### config.mk
export PLATFORM = sky130hd
export DESIGN_NAME = add_two_dec_sequencer
export DESIGN_NICKNAME = d
export VERILOG_FILES = /design/src/rtl/add_two_dec_sequencer.sv
export SDC_FILE = /design/constraint.sdc
export NUM_CORES = 1
export LEC_CHECK = 0
export BUFFER_PORTS_ARGS = -buffer_cell sky130_fd_sc_hd__buf_4
export CAP_MARGIN = 40
export CORE_ASPECT_RATIO = 1.25
export CORE_MARGIN = 2
export CORE_UTILIZATION = 55
export CTS_CLUSTER_DIAMETER = 30
export DETAILED_ROUTE_END_ITERATION = 10
export GPL_TIMING_DRIVEN = 0
export PLACE_DENSITY_LB_ADDON = 0.08
export SYNTH_ARGS = -nofsm -noshare
export SYNTH_HDL_FRONTEND = slang
export SYNTH_SLANG_ARGS = --single-unit
export TNS_END_PERCENT = 1
### constraint.sdc
create_clock -name CLK -period 3.3 [get_ports CLK]
set_input_delay 0.165 -clock CLK [delete_from_list [all_inputs] [get_ports CLK]]
set_output_delay 0.165 -clock CLK [all_outputs]
set_load 0.03 [all_outputs]
### src/rtl/add_two_dec_sequencer.sv
// Keypad-entry controller for the two-digit decimal adder: syncs and debounces the
// one-hot key lines, captures operands A and B, then sequences one add and holds the result.
module add_two_dec_sequencer #(
  parameter int DEB_CYC = 4
) (
  input  logic       CLK,
  input  logic       RST,
  input  logic [9:0] Dec,
  input  logic       Clr,
  output logic [3:0] DigA,
  output logic [3:0] DigB,
  output logic [4:0] Sum,
  output logic       SumValid,
  output logic       KeyStrobe,
  output logic       Err,
  output logic [1:0] Phase
);

  // state  | meaning
  // WAIT_A | waiting for the first operand key
  // WAIT_B | operand A held, waiting for the second operand key
  // ADD    | single cycle: Sum <= DigA + DigB
  // SHOW   | result held; a new press starts a chained entry
  typedef enum logic [1:0] {
    WAIT_A = 2'b00,
    WAIT_B = 2'b01,
    ADD    = 2'b10,
    SHOW   = 2'b11
  } state_t;

  localparam int CW = (DEB_CYC < 2) ? 1 : $clog2(DEB_CYC + 1);

  state_t        state;
  state_t        state_nxt;
  logic [9:0]    dec_sync;
  logic [CW-1:0] deb_cnt;
  logic          armed;
  logic          stable;
  logic          code_zero;
  logic          code_one_hot;
  logic          code_multi;
  logic          press;
  logic [3:0]    digit;

  // deb_cnt counts how many consecutive samples dec_sync has held its value, saturating.
  always_ff @(posedge CLK or negedge RST) begin
    if (!RST) begin
      dec_sync <= '0;
      deb_cnt  <= '0;
    end else begin
      dec_sync <= Dec;
      if (Dec != dec_sync)
        deb_cnt <= CW'(1);
      else if (deb_cnt != CW'(DEB_CYC))
        deb_cnt <= deb_cnt + CW'(1);
    end
  end

  assign stable       = (deb_cnt == CW'(DEB_CYC));
  assign code_zero    = (dec_sync == 10'd0);
  assign code_one_hot = !code_zero && ((dec_sync & (dec_sync - 10'd1)) == 10'd0);
  assign code_multi   = !code_zero && !code_one_hot;
  assign press        = stable && armed && code_one_hot && !Err;

  always_comb begin
    digit = 4'd0;
    for (int i = 0; i < 10; i++)
      if (dec_sync[i]) digit = 4'(i);
  end

  // Any stable nonzero code (accepted, ignored or multi-key) consumes the press until release.
  always_ff @(posedge CLK or negedge RST) begin
    if (!RST) begin
      armed     <= 1'b1;
      Err       <= 1'b0;
      KeyStrobe <= 1'b0;
    end else begin
      if (stable) armed <= code_zero;
      if (Clr)
        Err <= 1'b0;
      else if (stable && code_multi)
        Err <= 1'b1;
      KeyStrobe <= press && !Clr;
    end
  end

  always_ff @(posedge CLK or negedge RST) begin
    if (!RST) state <= WAIT_A;
    else      state <= state_nxt;
  end

  always_comb begin
    state_nxt = state;
    if (Clr) begin
      state_nxt = WAIT_A;
    end else begin
      case (state)
        WAIT_A:  if (press) state_nxt = WAIT_B;
        WAIT_B:  if (press) state_nxt = ADD;
        ADD:     state_nxt = SHOW;
        SHOW:    if (press) state_nxt = WAIT_B;
        default: state_nxt = WAIT_A;
      endcase
    end
  end

  always_ff @(posedge CLK or negedge RST) begin
    if (!RST) begin
      DigA     <= '0;
      DigB     <= '0;
      Sum      <= '0;
      SumValid <= 1'b0;
    end else if (Clr) begin
      DigA     <= '0;
      DigB     <= '0;
      Sum      <= '0;
      SumValid <= 1'b0;
    end else begin
      case (state)
        WAIT_A: if (press) DigA <= digit;
        WAIT_B: if (press) DigB <= digit;
        ADD: begin
          Sum      <= {1'b0, DigA} + {1'b0, DigB};
          SumValid <= 1'b1;
        end
        SHOW: if (press) begin
          DigA     <= digit;
          DigB     <= '0;
          Sum      <= '0;
          SumValid <= 1'b0;
        end
        default: ;
      endcase
    end
  end

  always_comb begin
    Phase = state;
  end

endmodule
Word-level counts from Yosys, hierarchy flattened
Cells that the tools add are included.
- bits in registers: 32
- output and inout bits: 18
- $add $sub $neg: 3
- eq/ne operators: 9
- mux-type cells: 29
- bitwise operators: 1
- reductions and logical operators: 25
- operators by type and width (cell ; count):
    $mux 4 ; 12
    $logic_not 10->1 ; 2
    $and 10x10->10 ; 1
    $mux 5 ; 2
    $ne 10x10->1 ; 1
    $pmux 5 s2 ; 1
    $sub 10x1->10 const B ; 1
    $ne 3x3->1 const B ; 3
    $mux 2 ; 4
    $pmux 4 s2 ; 1
    $reduce_bool 2->1 ; 4
    $logic_and 1x1->1 ; 7
    $mux 3 ; 2
    $pmux 2 s3 ; 1
    $reduce_and 2->1 ; 3
    $reduce_bool 3->1 ; 2
    $add 4x4->5 ; 1
    $mux 1 ; 5
    $eq 2x2->1 const B ; 2
    $logic_not 1->1 ; 4
    $add 3x1->3 const B ; 1
    $eq 3x3->1 const B ; 1
    $ne 3x1->1 const B ; 1
    $reduce_and 3->1 ; 1
    4 further kinds ; 4

Longest topological paths before layout
Gate-level depths: netlist of the first run.
- depth in word-level cells: 12
- gate-level depth with buffers: 8
- depth with buffers taken out: 8

Least setup slack after synthesis of the first run
No wires, ideal clock.
- path kind: flip-flop to flip-flop
- from: reg dec_sync[3]
- to: reg DigB[1]
- data arrival time: 2.182 ns
- data required time: 3.174 ns
- path slack: 0.992 ns
- stages on the path, launching flop included: 7
- path buffers: 0
- clock period less this slack: 2.308 ns
- cell sequence: dfrtp_1 -> or4_4 -> a2111oi_4 -> nor3_1 -> nor3_4 -> nor3_2 -> a221o_1
- longest elaborated chain between the ends: 10
- elaborated cells on any way between the ends: 21
- classes of those cells: add/sub: 1; eq/ne: 2; mux: 10; bitwise: 1; reduce/logical: 7
- ends and longest elaborated chain (what ; RTL line ; RTL):
    start, declared ; 35 ; logic [9:0] dec_sync;
    start signal, assigned ; 48 ; dec_sync <= '0;
    start signal, assigned ; 51 ; dec_sync <= Dec;
    parallel branches: the longest is 10 deep, another holds $sub 10x1->10 ; -- ;
    end signal, assigned ; 121 ; WAIT_B: if (press) DigB <= digit;
    end, declared ; 11 ; output logic [3:0] DigB,
Parallel ways; which one is timed is not known. The select of a mux whose other input is x is not followed.
A chain may end at the register's enable or synchronous reset.

Worst setup path after layout of the first run
- from: reg dec_sync[2]
- to: reg Sum[0]
- longest elaborated chain between the ends: 8
- elaborated cells on any way between the ends: 10
- classes of those cells: add/sub: 1; eq/ne: 1; bitwise: 1; reduce/logical: 7
- ends and longest elaborated chain (what ; RTL line ; RTL):
    $sub 10x1->10 ; 61 ; assign code_one_hot = !code_zero && ((dec_sync & (dec_sync - 10'd1)) == 10'd0);
    $and 10x10->10 ; 61 ;
    $logic_not 10->1 ; 61 ;
    $logic_and 1x1->1 (*) ; 61 ;
    $logic_and 1x1->1 (*) (2 in a row) ; 63 ; assign press = stable && armed && code_one_hot && !Err;
    $ne 3x3->1 (no line) (*) ; -- ;
    $reduce_and 2->1 (no line) (*) ; -- ;
    end signal, assigned ; 123 ; Sum <= {1'b0, DigA} + {1'b0, DigB};
    end, declared ; 12 ; output logic [4:0] Sum,
Mark *: on every way between the ends. The rest lies on a longest branch, timed or not.

==> results of run 1 <==
[sequential cells by signal, indices dropped and copies added (netlist names), 2 cells and up]
signal	flops
deb_cnt	3
Sum	5
Phase	2
dec_sync	10
DigB	4
DigA	4
[cells in the mapped netlist (all sizes together) (3+ instances only)]
cell     instances
a21oi           12
a221o            5
dfrtp           31
ha              10
inv             10
mux2i            4
nand2            9
nand3            4
nor2            16
nor3             5
nor4             6
o21ai            3
o2bb2ai          3
xnor2            4
xor2             9
[layout make-up]
cell class	instances	share of cell area, %
Timing Repair Buffer	41	15.5
Clock buffer	8	2.72
Tap cell	36	2.08
Buffer	1	0.173
Multi-Input combinational cell	116	40.8
Sequential cell	32	37.1
Inverter	10	1.73
[cells by family (layout without fill, tap and decap cells)]
logic type / Yosys count / in the layout / share of synthesized area (%)
simple gates: 49 / 49 / 16.2
xor+xnor: 13 / 13 / 6.60
compound gates: 38 / 38 / 17.0
fa+ha+maj: 12 / 12 / 8.99
mux: 4 / 4 / 2.32
buf+inv: 11 / 60 / 2.39
flops: 32 / 32 / 46.5
[layer usage]
| metal | part of all wire, % | GRT usage (%) |
|---|---|---|
| met2 | 55 | 45.0 |
| met4 | 2.5 | 12.2 |
| met5 | 0 | 0 |
| met1 | 39 | 23.4 |
| met3 | 3.2 | 4.71 |
[path summary, 6_finish.rpt]
kind / slack [ns] / end
max: 0.78 / Sum[0]
min in group asynchronous: 0.27 / Sum[2]
min: 0.15 / Phase[1]
min reg2reg: 0.50 / Sum[4]
max reg2reg: 0.78 / Sum[0]
max in group asynchronous: 2.69 / armed
[repair_timing]
action | 4_1_cts | 5_1_grt
gates resized for setup | 0 | 0
hold buffers | 11 | 0
endpoints found under the hold margin | 41 | 0
[worst register-to-register path, delay by kind of cell, from the launching register on]
family	cells	cell delay, ns
AND/OR/NAND/NOR	3	1.09
AO/OA/AOI/OAI	3	0.87
flip-flops	1	0.46
[per-stage QoR]
step	total power, mW	hold slack [ns]	instance area (um^2)
after CTS	0.718	0.144	2160
after detailed placement	0.472	0.125	2000
after global placement	0.469	0.114	2000
after floorplan	0.442	-0.131	1730
after global routing	0.742	0.156	2160
final	0.712	0.152	2160
[power groups by stage]
stage                     Combinational (mW)  Clock, mW  Sequential (mW)
after detailed placement              0.0536          0            0.419
final                                 0.0631      0.239            0.411
after CTS                             0.0641      0.243            0.411
after global placement                0.0513          0            0.418
after floorplan                       0.0263          0            0.416
after global routing                  0.0704      0.259            0.413
==> metrics list, run 1 <==
- # IOs: 31
- Timing would allow up to 397 MHz.
- Number of global-route vias before repair: 1,403
- Number of nets in the layout: 231
- Summed over all nets, the half-perimeter wirelength after detailed placement is 2.76 mm.
* Layout cells sized above 1: 22.1%
* Netlist cell types: 43
- Leaving out fill and tap cells, the most frequent cell in the layout is sky130_fd_sc_hd__dfrtp_1.
- The count of cells in the finished layout, fillers not included, comes to 244.
- Number of fill cells: 221
* Flop pwr share: 57.7%
- The H-tree generated during clock tree synthesis spans 2 levels.
* Switch share: 25.0%
- Syn_nets: 183
* Crit path max fanout: 7
* Cells taking the most area after synthesis: sky130_fd_sc_hd__dfrtp_1 (45%), sky130_fd_sc_hd__ha_1 (7.3%), sky130_fd_sc_hd__xor2_1 (4.6%), sky130_fd_sc_hd__a21oi_1 (3.5%), sky130_fd_sc_hd__nor2_1 (3.5%)
* Unrepaired setup endpoints after global routing: false
* Final core area utilization: 72.8%
- CTS saw 32 sinks.
- The number of cells on the worst reg-to-reg path is 6.
- Inserted Clock Buffers: 5
* Number of instances in the synthesized netlist: 159
- TritonCTS built the clock tree.
- CP Buf/Inv Count: 0
- Cell family contributing the most delay on the critical path: simple AND/OR/NAND/NOR gates
- The floorplan step set the die width to 54.1 um.
- Pint: 0.534 mW
- The floorplan step defined a die boundary enclosing 3600 um^2.
- The final count of hold timing violations came to 0.
- DR WL/cell: 14.8 um
- STA classifies the critical path startpoint as a flip-flop.
- Across every metal layer, demand over resource in global routing totals 23.8%.
- 0 antenna diodes ended up in the layout.
* Power Dens Cells: 329 nW/um^2
- From synthesis to final layout, the design area changed by 25.5%.
- Leading cell types in the layout, fill and taps excluded: sky130_fd_sc_hd__dfrtp_1 (31), sky130_fd_sc_hd__buf_4 (30), sky130_fd_sc_hd__nor2_1 (16)
- At the worst endpoint, the required time is 3.54 ns.
- Static power due to leakage: 1.04 nW
- The number of setup buffers added after CTS is 0.
- Chip height: 66.6 um
* Min Tclk post-route: 2.52 ns
- Setup violations remaining at the end of the flow were counted as 0.
* Cell type with the largest total area after synthesis: sky130_fd_sc_hd__dfrtp_1
- Number of nets still failing antenna checks after routing: 0
* Critical Path Start: dec_sync[2]
- For this run, the number of Yosys warnings is 0.
- The worst hold path belongs to the class in -> reg.
- Setup slack on the critical path of the routed design comes to 0.780 ns.
- Area share of the largest cell type after synthesis: 45.0%
- For the final database, setup skew stands at 0.00577 ns.
- During placement, the flow inserted port buffers numbering 30.
- Final total negative setup slack: 0 ns
* Worst min-delay path startpoint: Clr
* Maximum vdd drop: 0.324 mV
- In the routed design, unresolved DRC markers number 0.
- Number of DRC markers in iteration 0: 22
- Number of vias in the routed layout: 1,406
* Part of the Yosys area used for sequential elements: 46.5%
- Footprint of the flip-flops and latches: 802 um^2
- Routability cong.: 0.768
* Clock-pin slew on the worst setup and hold paths: 0.10 ns
- The critical path in this run is classified as reg -> reg.
- The worst register-to-register path begins at dec_sync[2].
- Across the run, the number of max-cap violations was 0.
* Status: completed
- Worst slew margin relative to its limit: 52.5%
- At the worst endpoint, the arrival time is 2.76 ns.
- Of the available clock period, the critical path in the final layout requires 76.4%.
- Using the TritonRoute via totals, the vias-per-cell ratio works out to 5.76.
- The number of pins with negative max-slew slack in the final report is 0.
* Count of flip-flops with a built-in enable after synthesis: 0
- Setup WS pre-CTS: 0.747 ns
* Area of the core region: 2970 um^2
- Ordered list of cells on the worst path: or4_4, a2111oi_4, nor3_1, nor3_4, o22ai_1, a32o_1
- Crit path capture type: flip-flop
- The pre-antenna-repair detailed-routing pass consisted of 7 iterations.
* Register bit count reported by yosys: 32
- Clk buf depth: 2
* Share of async-settable or async-resettable flops after synthesis: 100%
* Critical path depth in cells: 6
- Portion of total power attributed to combinational logic: 8.9%
- In this run the clock root is driven by a sky130_fd_sc_hd__clkbuf_4.
- Peak per-stage delay on the critical path: 0.58 ns
- At the pin with the least slew margin, the transition time is 0.707 ns.
- The multi-input combinational cells in the finished layout cover a total of 882 um^2.
- Among all stages on the critical path, the largest delay is contributed by sky130_fd_sc_hd__or4_4.
- Most frequently used flop master after synthesis: sky130_fd_sc_hd__dfrtp_1
- Entering global routing, the biggest net connects 33 pins.
* Initial standard-cell utilization of the core: 58.0%
- Number of antenna violations at the first check in global routing: 0
- The first global-routing pass estimated 6.02 mm of wire.
* Overflow left after global routing: 0
- The synthesized netlist occupies a cell area of 1730 um^2.
- For this block, the routed nets add up to 3.62 mm of wire.
- For the worst-skew pair, the clock arrives at the later sink with an insertion delay of 0.35 ns.
* Row cnt: 22
- Counting tap cells, the placed design contains a total of 225 instances.
- Post-synthesis average cell area: 10.9 um^2
- Along the worst hold path, the cell count comes to 3.
* Net Sw Power: 0.178 mW
- The clock network accounts for 33.5% of the total power.
No activity file was read; power rests on OpenSTA's default activity.
==> inputs of run 2 (changes only) <==
Clock period 3.3 ns to 2.4 ns, I/O delays scaled along.
==> run 2 against run 1 <==
Wire length rose by 12%. Sequential share of layout area shrank 2.7 points. Global-route usage increased by 0.83 points. Largest cell class unchanged. Highest routed layer unchanged.
==> metrics list, run 2 (same netlist as run 1, synthesis figures left out) <==
- The data arrival time of the critical path was 2.60 ns (was 2.76 ns).
- The remaining global-route overflow was 0 (unchanged).
- The clock skew is 0.00550 ns (was 0.00577 ns).
- The count of endpoints failing setup in the final report was 0 (unchanged).
* Number of fill cells: 194 (was 221)
- The max-slew headroom at the worst pin was 66.9% (was 52.5%).
* Port bufs: 30 (unchanged)
- The number of nets in the layout was 245 (was 231).
- The register cell area after layout came to 810 um^2 (was 802 um^2).
* Max Cap Viol: 0 (unchanged)
* Deepest level of the CTS H-tree: 2 (unchanged)
* Vias per std cell: 5.79 (was 5.76)
- Clock Tree Root: sky130_fd_sc_hd__clkbuf_4 (unchanged)
* Final Hold Vio Count: 0 (unchanged)
- Chip height: 66.6 um (unchanged)
* Insertion delay of the later-clocked pin in the worst-skew pair: 0.35 ns (about the same)
* CP required: 2.64 ns (was 3.54 ns)
- Die X-Extent: 54.1 um (unchanged)
- The area of the die came to 3600 um^2 (unchanged).
* Maximum number of pins on one net before global-route repair: 33 (unchanged)
- Final WL: 4.07 mm (was 3.62 mm)
* Final count of pins violating max slew: 0 (unchanged)
- The highest attainable clock frequency was 424 MHz (was 397 MHz).
- Transition time at the pin with the least slew margin: 0.496 ns (was 0.707 ns)
- Number of nets still failing antenna checks after routing: 0 (unchanged)
- The number of antenna violations at the first check in global routing is 0 (unchanged).
- The number of optimization iterations in the first detailed-route pass is 4 (was 7).
- Area of the core region: 2970 um^2 (unchanged)
* Setup WS pre-CTS: -0.153 ns (was 0.747 ns)
- The area growth from synthesis to layout was 36.7% (was 25.5%).
* Class of the tightest hold or removal check: in -> reg (unchanged)
- The placement-stage cell area came to 2000 um^2 (unchanged).
* Global-route total usage across every layer: 24.7% (was 23.8%)
* Part of the cycle the worst path needs: 98.3% (was 76.4%)
- The flip-flop count of the largest register, all copies and words added was 10 (unchanged).
- Register with the most flip-flops: dec_sync (unchanged)
- The average detailed-routed wire length per instance came to 15.8 um (was 14.8 um).
* Total instance count after detailed placement: 225 (unchanged)
- Minimum setup slack among reg-to-reg paths: 0.04 ns (was 0.78 ns)
- The launching element type of the critical path is a flip-flop (unchanged).
- Crit path capture type: flip-flop (unchanged)
- # IOs: 31 (unchanged)
- The biggest fanout along the worst timing path was 6 (was 7).
- Layout cells sized above 1: 32.4% (was 22.1%)
- Leading cell types in the layout, fill and taps excluded: sky130_fd_sc_hd__buf_4 (42), sky130_fd_sc_hd__dfrtp_1 (25), sky130_fd_sc_hd__nor2_1 (16) (was sky130_fd_sc_hd__dfrtp_1 (31), sky130_fd_sc_hd__buf_4 (30), sky130_fd_sc_hd__nor2_1 (16)).
- Post-route worst setup slack: 0.0413 ns (was 0.780 ns)
- Clk buf depth: 2 (unchanged)
- Clock-pin slew on the worst setup and hold paths: 0.10 ns (about the same)
- Min Tclk post-route: 2.36 ns (was 2.52 ns)
- Maximum vdd drop: 0.463 mV (was 0.324 mV)
- Non-Filler Cell Area, Final: 2360 um^2 (was 2160 um^2)
* Clock tree from TritonCTS: done (unchanged)
- The number of global-route vias before repair was 1,417 (was 1,403).
* HPWL after detailed placement: 2.76 mm (unchanged)
- The multi-input logic area was 956 um^2 (was 882 um^2).
* Total power of the final layout: 1.01 mW (was 0.712 mW)
- Final cell count without fillers: 258 (was 244)
- Wire length of the first global-routing pass: 6.20 mm (was 6.02 mm)
- DRC: 0 (unchanged)
* Registers with the most flip-flops: dec_sync x10, Sum x5 (unchanged)
- The initial core utilization was 58.0% (unchanged).
- The clock sink total was 32 (unchanged).
* Row cnt: 22 (unchanged)
- Unrepaired setup endpoints after global routing: true (was false)
* Most frequent standard cell in the layout excluding fill and tap cells: sky130_fd_sc_hd__buf_4 (was sky130_fd_sc_hd__dfrtp_1)
- Inserted Clock Buffers: 5 (unchanged)
* Status: completed (unchanged)
* Power Dens Cells: 427 nW/um^2 (was 329 nW/um^2)
- The number of antenna diodes is 0 (unchanged).
- The overall via count from detail_route is 1,495 (was 1,406).
- The iteration-0 DRC count of the detailed router was 32 (was 22).
- Routability cong.: 0.768 (unchanged)
- The static power due to leakage came to 1.11 nW (was 1.04 nW).
* Crit path kind: reg -> reg (unchanged)
* Final total negative setup slack: 0 ns (unchanged)
==> run 2: routing by layer <==
metal | vias up | routed length (um) | track usage (%)
met5 | - | 0 | 0
met4 | 0 | 100 | 13.4
met3 | 10 | 120 | 4.71
met2 | 32 | 2300 | 46.6
met1 | 742 | 1550 | 23.8
li1 | 711 | - | -
==> run 2: area by class of cell <==
cell class,instances,share of cell area (%)
timing repair buffer,55,19.0
buffer,1,0.159
multi-input combinational,116,40.5
inverter,10,1.59
clock buffer,8,2.49
tap,36,1.91
sequential,32,34.3
==> run 2: metrics by stage <==
| stage | hold slack [ns] | util [%] |
|---|---|---|
| floorplan | -0.176 | - |
| global placement | 0.0694 | 67.1 |
| detailed placement | 0.0803 | 67.1 |
| CTS | 0.0992 | 74.0 |
| global route | 0.132 | 79.3 |
| finish | 0.113 | 79.3 |
==> run 2: path summary, 6_finish.rpt <==
path	startpoint	endpoint	cells past startpoint
hold / removal	Clr	Phase[1]	3
setup / recovery	dec_sync[2]	DigB[3]	7
max in group asynchronous	RST	armed	2
hold reg to reg	Sum[4]	Sum[4]	1
min in group asynchronous	RST	Sum[2]	2
setup reg to reg	dec_sync[2]	DigB[3]	7
==> run 2: worst max-delay path: stages, from the launching register on <==
cell                        delay, ns
sky130_fd_sc_hd__dfrtp_2         0.46
sky130_fd_sc_hd__or4_4           0.60
sky130_fd_sc_hd__a2111oi_4       0.37
sky130_fd_sc_hd__nor3_4          0.11
sky130_fd_sc_hd__nor3_4          0.20
sky130_fd_sc_hd__buf_6           0.14
sky130_fd_sc_hd__nor3_4          0.05
sky130_fd_sc_hd__a221o_1         0.33
==> run 2: report_power, final <==
group / internal [mW] / switching (mW)
Sequential: 0.548 / 0.0208
Clock: 0.144 / 0.188
Combinational: 0.0550 / 0.0511
Total: 0.748 / 0.260
==> run 2: timing repair <==
action,4_1_cts,5_1_grt
setup endpoints to repair,13,17
gates cloned,0,0
hold buffers,11,0
buffers inserted,2,12
endpoints found under the hold margin,41,0
pin swaps,2,12
gates resized for setup,3,17
